`src/rtl/fifo_reader_pkg.sv`:
```
// Shared types for the FIFO read-side controller.
// Buffer state encoding, stats counter width and an occupancy helper.
package fifo_reader_pkg;

    typedef enum logic [1:0] {
        BUF_EMPTY = 2'd0,
        BUF_ONE   = 2'd1,
        BUF_TWO   = 2'd2
    } buf_state_e;

    localparam int DRAINED_CNT_W = 16;

    function automatic logic [1:0] buf_entries(buf_state_e s);
        logic [1:0] n;
        n = 2'd0;
        unique case (s)
            BUF_ONE: n = 2'd1;
            BUF_TWO: n = 2'd2;
            default: n = 2'd0;
        endcase
        return n;
    endfunction

endpackage

```
`src/rtl/fifo_reader_if.sv`:
```
// FIFO read port plus downstream valid/ready stream of fifo_reader.
// master = the reader itself, slave = FIFO and consumer side.
interface fifo_reader_if #(
    parameter int WIDTH = 8
);

    logic [WIDTH-1:0] fifo_data_out;
    logic             fifo_empty;
    logic             fifo_read;
    logic             m_valid;
    logic [WIDTH-1:0] m_data;
    logic             m_ready;

    modport master (
        input  fifo_data_out,
        input  fifo_empty,
        input  m_ready,
        output fifo_read,
        output m_valid,
        output m_data
    );

    modport slave (
        output fifo_data_out,
        output fifo_empty,
        output m_ready,
        input  fifo_read,
        input  m_valid,
        input  m_data
    );

endinterface

```
`src/rtl/fifo_reader_skid.sv`:
```
// Two-entry output buffer absorbing the FIFO's registered read latency.
// head_q is always the oldest word; tail_q only holds data in BUF_TWO.
module fifo_reader_skid
    import fifo_reader_pkg::*;
#(
    parameter int WIDTH = 8
) (
    input  logic             clk,
    input  logic             rstn,
    input  logic             push_i,
    input  logic [WIDTH-1:0] data_i,
    input  logic             pop_i,
    output buf_state_e       state_o,
    output logic             valid_o,
    output logic [WIDTH-1:0] head_o
);

    buf_state_e       state_q, state_d;
    logic [WIDTH-1:0] head_q, head_d;
    logic [WIDTH-1:0] tail_q, tail_d;

    always_comb begin
        state_d = state_q;
        head_d  = head_q;
        tail_d  = tail_q;
        unique case (state_q)
            BUF_EMPTY: begin
                if (push_i) begin
                    head_d  = data_i;
                    state_d = BUF_ONE;
                end
            end
            BUF_ONE: begin
                if (push_i && pop_i) begin
                    head_d = data_i;
                end else if (push_i) begin
                    tail_d  = data_i;
                    state_d = BUF_TWO;
                end else if (pop_i) begin
                    state_d = BUF_EMPTY;
                end
            end
            BUF_TWO: begin
                if (pop_i) begin
                    head_d = tail_q;
                    if (push_i) begin
                        tail_d = data_i;
                    end else begin
                        state_d = BUF_ONE;
                    end
                end
            end
            default: begin
                state_d = BUF_EMPTY;
            end
        endcase
    end

    always_ff @(posedge clk) begin
        // The read-issue rule must never let a word land in a full buffer
        assert (!(rstn && state_q == BUF_TWO && push_i && !pop_i));
        if (!rstn) begin
            state_q <= BUF_EMPTY;
            head_q  <= '0;
            tail_q  <= '0;
        end else begin
            state_q <= state_d;
            head_q  <= head_d;
            tail_q  <= tail_d;
        end
    end

    assign state_o = state_q;
    assign valid_o = (state_q != BUF_EMPTY);
    assign head_o  = head_q;

endmodule

```
`src/rtl/fifo_reader.sv`:
```
// Read-side controller: drains the FIFO into a valid/ready stream.
// Optional transfer counter enabled by FIFO_READER_STATS_EN.
module fifo_reader
    import fifo_reader_pkg::*;
#(
    parameter int fifo_depth = 8,
    parameter int fifo_width = 8
) (
    input  logic                     clk,
    input  logic                     rstn,
    fifo_reader_if.master            bus,
    output logic [DRAINED_CNT_W-1:0] drained_cnt
);

    if (fifo_width < 1 || fifo_depth < 1 ||
        $clog2(fifo_depth + 1) > DRAINED_CNT_W) begin : g_bad_cfg
        $error("fifo_reader: unsupported fifo_depth/fifo_width");
    end

    buf_state_e      state;
    logic [1:0]      occ;
    logic            inflight_q, inflight_d;
    logic            pop;
    logic            rd;
    logic            valid;
    logic [fifo_width-1:0] head;

    assign pop = valid && bus.m_ready;
    assign occ = buf_entries(state) + {1'b0, inflight_q};

    // A read is allowed only if its word is sure to find a free slot
    assign rd = rstn && !bus.fifo_empty &&
                ((occ < 2'd2) || (occ == 2'd2 && pop));

    assign inflight_d = rd;

    always_ff @(posedge clk) begin
        if (!rstn) begin
            inflight_q <= 1'b0;
        end else begin
            inflight_q <= inflight_d;
        end
    end

    fifo_reader_skid #(
        .WIDTH (fifo_width)
    ) u_skid (
        .clk     (clk),
        .rstn    (rstn),
        .push_i  (inflight_q),
        .data_i  (bus.fifo_data_out),
        .pop_i   (pop),
        .state_o (state),
        .valid_o (valid),
        .head_o  (head)
    );

    assign bus.fifo_read = rd;
    assign bus.m_valid   = valid;
    assign bus.m_data    = head;

`ifdef FIFO_READER_STATS_EN
    logic [DRAINED_CNT_W-1:0] drained_q, drained_d;

    always_comb begin
        drained_d = drained_q;
        if (pop && drained_q != {DRAINED_CNT_W{1'b1}}) begin
            drained_d = drained_q + 1'b1;
        end
    end

    always_ff @(posedge clk) begin
        if (!rstn) begin
            drained_q <= '0;
        end else begin
            drained_q <= drained_d;
        end
    end

    assign drained_cnt = drained_q;
`else
    assign drained_cnt = '0;
`endif

endmodule
```
`src/flat_wrapper.sv`:
```
// flat-port wrapper written by rule: the top's interface ports become plain ports
module fifo_reader_flat import fifo_reader_pkg::*;
#(
    parameter int fifo_depth = 8,
    parameter int fifo_width = 8
)
  (clk, rstn, drained_cnt, bus_fifo_data_out, bus_fifo_empty, bus_m_ready, bus_fifo_read, bus_m_valid, bus_m_data);
  fifo_reader_if bus_i ();
  input  logic clk;
  input  logic rstn;
  output logic [DRAINED_CNT_W-1:0] drained_cnt;
  input wire logic [$bits(bus_i.fifo_data_out)-1:0] bus_fifo_data_out;
  input wire logic [$bits(bus_i.fifo_empty)-1:0] bus_fifo_empty;
  input wire logic [$bits(bus_i.m_ready)-1:0] bus_m_ready;
  output wire logic [$bits(bus_i.fifo_read)-1:0] bus_fifo_read;
  output wire logic [$bits(bus_i.m_valid)-1:0] bus_m_valid;
  output wire logic [$bits(bus_i.m_data)-1:0] bus_m_data;
  assign bus_i.fifo_data_out = bus_fifo_data_out;
  assign bus_i.fifo_empty = bus_fifo_empty;
  assign bus_i.m_ready = bus_m_ready;
  assign bus_fifo_read = bus_i.fifo_read;
  assign bus_m_valid = bus_i.m_valid;
  assign bus_m_data = bus_i.m_data;
  fifo_reader #(.fifo_depth(fifo_depth), .fifo_width(fifo_width)) u_core (.clk(clk), .rstn(rstn), .bus(bus_i), .drained_cnt(drained_cnt));
endmodule
```
`config.mk`:
```
export PLATFORM = sky130hd
export DESIGN_NAME = fifo_reader_flat
export DESIGN_NICKNAME = d
export VERILOG_FILES = /design/src/rtl/fifo_reader_pkg.sv /design/src/rtl/fifo_reader_if.sv /design/src/rtl/fifo_reader_skid.sv /design/src/rtl/fifo_reader.sv /design/src/flat_wrapper.sv
export SDC_FILE = /design/constraint.sdc
export NUM_CORES = 1
export LEC_CHECK = 0
export CORE_MARGIN = 4
export CORE_UTILIZATION = 40
export DETAILED_ROUTE_END_ITERATION = 10
export HOLD_SLACK_MARGIN = 0.03
export PLACE_DENSITY = 0.71
export SYNTH_ARGS = -nofsm -noshare
export SYNTH_HDL_FRONTEND = slang
export SYNTH_SLANG_ARGS = --single-unit
```
`constraint.sdc`:
```
create_clock -name clk -period 2.41 [get_ports clk]
set_input_delay 0.482 -clock clk [delete_from_list [all_inputs] [get_ports clk]]
set_output_delay 0.482 -clock clk [all_outputs]
set_load 0.02 [all_outputs]
```
==> run_results.csv <==
group,metric,value,unit
place,io_buffers,21,
worst_setup_path,arrival,1.82,ns
run,cap_violations,0,
synthesis,synth_edf_count,0,
route,drtPass1Iterations,4,
synthesis,synth_flop_cell,"dfxtp_1",
grt,grt_pass1_vias,925,
grt,grtUsageTotal,11.9,%
status,status,"finished, final reports clean",
worst_setup_path,cp.buffers_inverters,2,
clock_network,cts_setup_buffers,0,
worst_setup_path,slowest_delay,0.33,ns
worst_setup_path,crit_family,"flip-flops",
power_and_ir_drop,power_frac_clock,23.0,%
worst_setup_path,rrSetupSlack,0.81,ns
finish,drive_gt1_share,18.2,%
clock_network,numCtsBuffers,3,
synthesis,syn_area,1190,um^2
place,hpwl,1850,um
worst_setup_path,cp-start-kind,"flip-flop",
worst_setup_path,critical_path_required,1.93,ns
sta,final_max_slew_viol_count,0,
clock_network,cts_num_sinks,19,
clock_network,clockBufferDepth,2,
finish,area_growth,18.5,%
floorplan,ios,38,
power_and_ir_drop,p_switching,0.000208,W
worst_setup_path,path_cells,"inv_1, nor2_2, ha_1, nor2b_4, nor2_2, a2111oi_2, buf_2",
power_and_ir_drop,cellInternalPower,0.000482,W
clock_network,insertion_delay,0.30,ns
grt,grt_start_max_net_pins,19,
route,vias,915,
sta,skew,0.00248,ns
power_and_ir_drop,p_per_area,489,nW/um^2
synthesis,synth_cell_types,28,
min_path,holdCritPathClass,"reg -> reg",
synthesis,synthArstFlopShare,0,%
route,drc_errors,0,
sta,hold_viol,0,
clock_network,htree_levels,1,
route,wl,2260,um
worst_setup_path,cp_common_cell,"nor2_2",
route,ant_nets,0,
synthesis,ys_ff_latch,19,
grt,grt_remaining_overflow,0,
finish,final_util,50.3,%
place,place.gp.congestion,0.728,
finish,finalNetCount,169,
synthesis,syn_area_per_cell,9.23,um^2
power_and_ir_drop,switching_share,30.1,%
clock_network,cts_root_buffer,"clkbuf_4",
route,wl_per_cell,12.2,um
floorplan,dieArea,3920,um^2
clock_network,tritoncts,"built",
power_and_ir_drop,pwr-share-seq,49.3,%
sta,post-route-min-period,2.31,ns
floorplan,rows,19,
sta,setup_viol,0,
sta,setup-tns-final,0,ns
route,drtIter0Drc,12,
worst_setup_path,cp_slowest_cell,"dfxtp_2",
clock_network,clkTransAtPathRegs,0.10,ns
power_and_ir_drop,cellLeakagePower,0.595,nW
sta,holdWs,0.464,ns
synthesis,syn_inst,129,
finish,diodes,0,
sta,fmax,434,MHz
power_and_ir_drop,combPwrFrac,27.6,%
worst_setup_path,cp-end-kind,"primary output",
power_and_ir_drop,ir_drop,354,uV
synthesis,seq_area_frac_synth,31.9,%
floorplan,start_util,42.5,%
grt,antenna_found_initial,0,
power_and_ir_drop,finalPower,0.000690,W
floorplan,die_w,62.6,um
synthesis,yosysWarnings,0,
floorplan,fp.coreArea,2810,um^2
floorplan,die_y,62.6,um
worst_setup_path,crit_fanout,2,
sta,finalCritPeriodShare,95.7,%
route,vias_per_cell,4.95,
worst_setup_path,critical_path_class,"reg -> out",
grt,grt_pass1_wl,3880,um
-- timing repair --
item	4_1_cts	5_1_grt
hold buffers	0	0
endpoints found under the setup margin	1	1
resized for setup	8	4
pin swaps	1	1
-- cells in the final DEF (no fill, tap or decap), types with 3 or more instances in the layout --
master	count
clkdlybuf4s50_1	20
nand2_1	19
clkbuf_4	3
nand2b_1	3
dfxtp_1	18
conb_1	16
buf_4	11
mux2i_1	16
o21a_1	3
a211oi_1	17
-- worst reg2reg max path: stages (launching register included) --
cell and delay [ns]:
dfxtp_2 0.33, inv_1 0.07, nor2_2 0.04, ha_1 0.32, nor2b_4 0.15, nor2_2 0.06
buf_4 0.12, a2111oi_1 0.38
-- per-stage QoR --
step	cells	area, um^2	worst slack [ns]
floorplan	144	1250	0.0216
global placement	181	1370	-0.318
detailed placement	181	1370	-0.401
CTS	185	1400	0.0484
global route	185	1410	-0.0170
finish	185	1410	0.104
-- synth_stat cells, types with 2 or more instances --
cell,count,area share (%)
buf_4,19,12
dfxtp_1,19,32
nand2_1,19,6.0
a211oi_1,17,11
mux2i_1,16,13
buf_6,6,5.7
nand2b_1,3,1.6
nor2_1,3,0.95
o21a_1,3,1.9
a2111oi_1,2,1.7
a21oi_1,2,0.84
ha_1,2,2.1
nand3b_1,2,1.3
o21ai_0,2,0.84
-- path summary, 6_finish.rpt --
kind / start / to / cells past startpoint
min: u_core.u_skid.tail_q[2]$_SDFFE_PN0P_ / u_core.u_skid.tail_q[2]$_SDFFE_PN0P_ / 2
min reg2reg: u_core.u_skid.tail_q[2]$_SDFFE_PN0P_ / u_core.u_skid.tail_q[2]$_SDFFE_PN0P_ / 2
max reg2reg: u_core.u_skid.state_o[0]$_SDFFE_PN0P_ / u_core.inflight_q$_SDFF_PN0_ / 7
max: u_core.u_skid.state_o[0]$_SDFFE_PN0P_ / bus_fifo_read / 7
-- routing by layer --
| layer | up-vias | global-route usage (%) | part of all wire (%) |
|---|---|---|---|
| met5 | - | 0 | 0 |
| met4 | 0 | 2.48 | 0.93 |
| met3 | 4 | 4.86 | 6.3 |
| met2 | 27 | 20.9 | 49 |
| met1 | 416 | 13.6 | 44 |
| li1 | 468 | - | - |
-- state kept, by name, indices dropped and copies added, names as in the netlist --
register / flops
u_core.u_skid.head_o: 8
u_core.inflight_q: 1
u_core.u_skid.state_o: 2
u_core.u_skid.tail_q: 8
-- cell families (layout without fill, tap and decap cells) --
group | Yosys count | count (layout) | share of synthesized area, %
DFF | 19 | 19 | 31.9
muxes | 17 | 17 | 14.7
buffers and inverters | 28 | 38 | 18.6
and+or+nand+nor | 33 | 33 | 13.8
AOI/OAI and AO/OA | 29 | 29 | 18.6
other | 1 | 16 | 0.315
adders and majority gates | 2 | 2 | 2.10
-- power by group through the flow --
stage / Clock, W / Combinational (W) / Sequential [W]
finish: 0.000159 / 0.000191 / 0.000340
detailed placement: 0 / 0.000187 / 0.000348
CTS: 0.000162 / 0.000189 / 0.000341
global route: 0.000175 / 0.000207 / 0.000343
global placement: 0 / 0.000182 / 0.000347
floorplan: 0 / 0.000126 / 0.000362
-- final cells by class --
class                      count  area [um^2]
sequential                    19          382
tap                           31         38.8
timing repair buffer          32          288
clock buffer                   4         26.3
inverter                       2         7.51
multi-input combinational     97          669
fill                         273         1390
(Power assumes the default switching activity.)
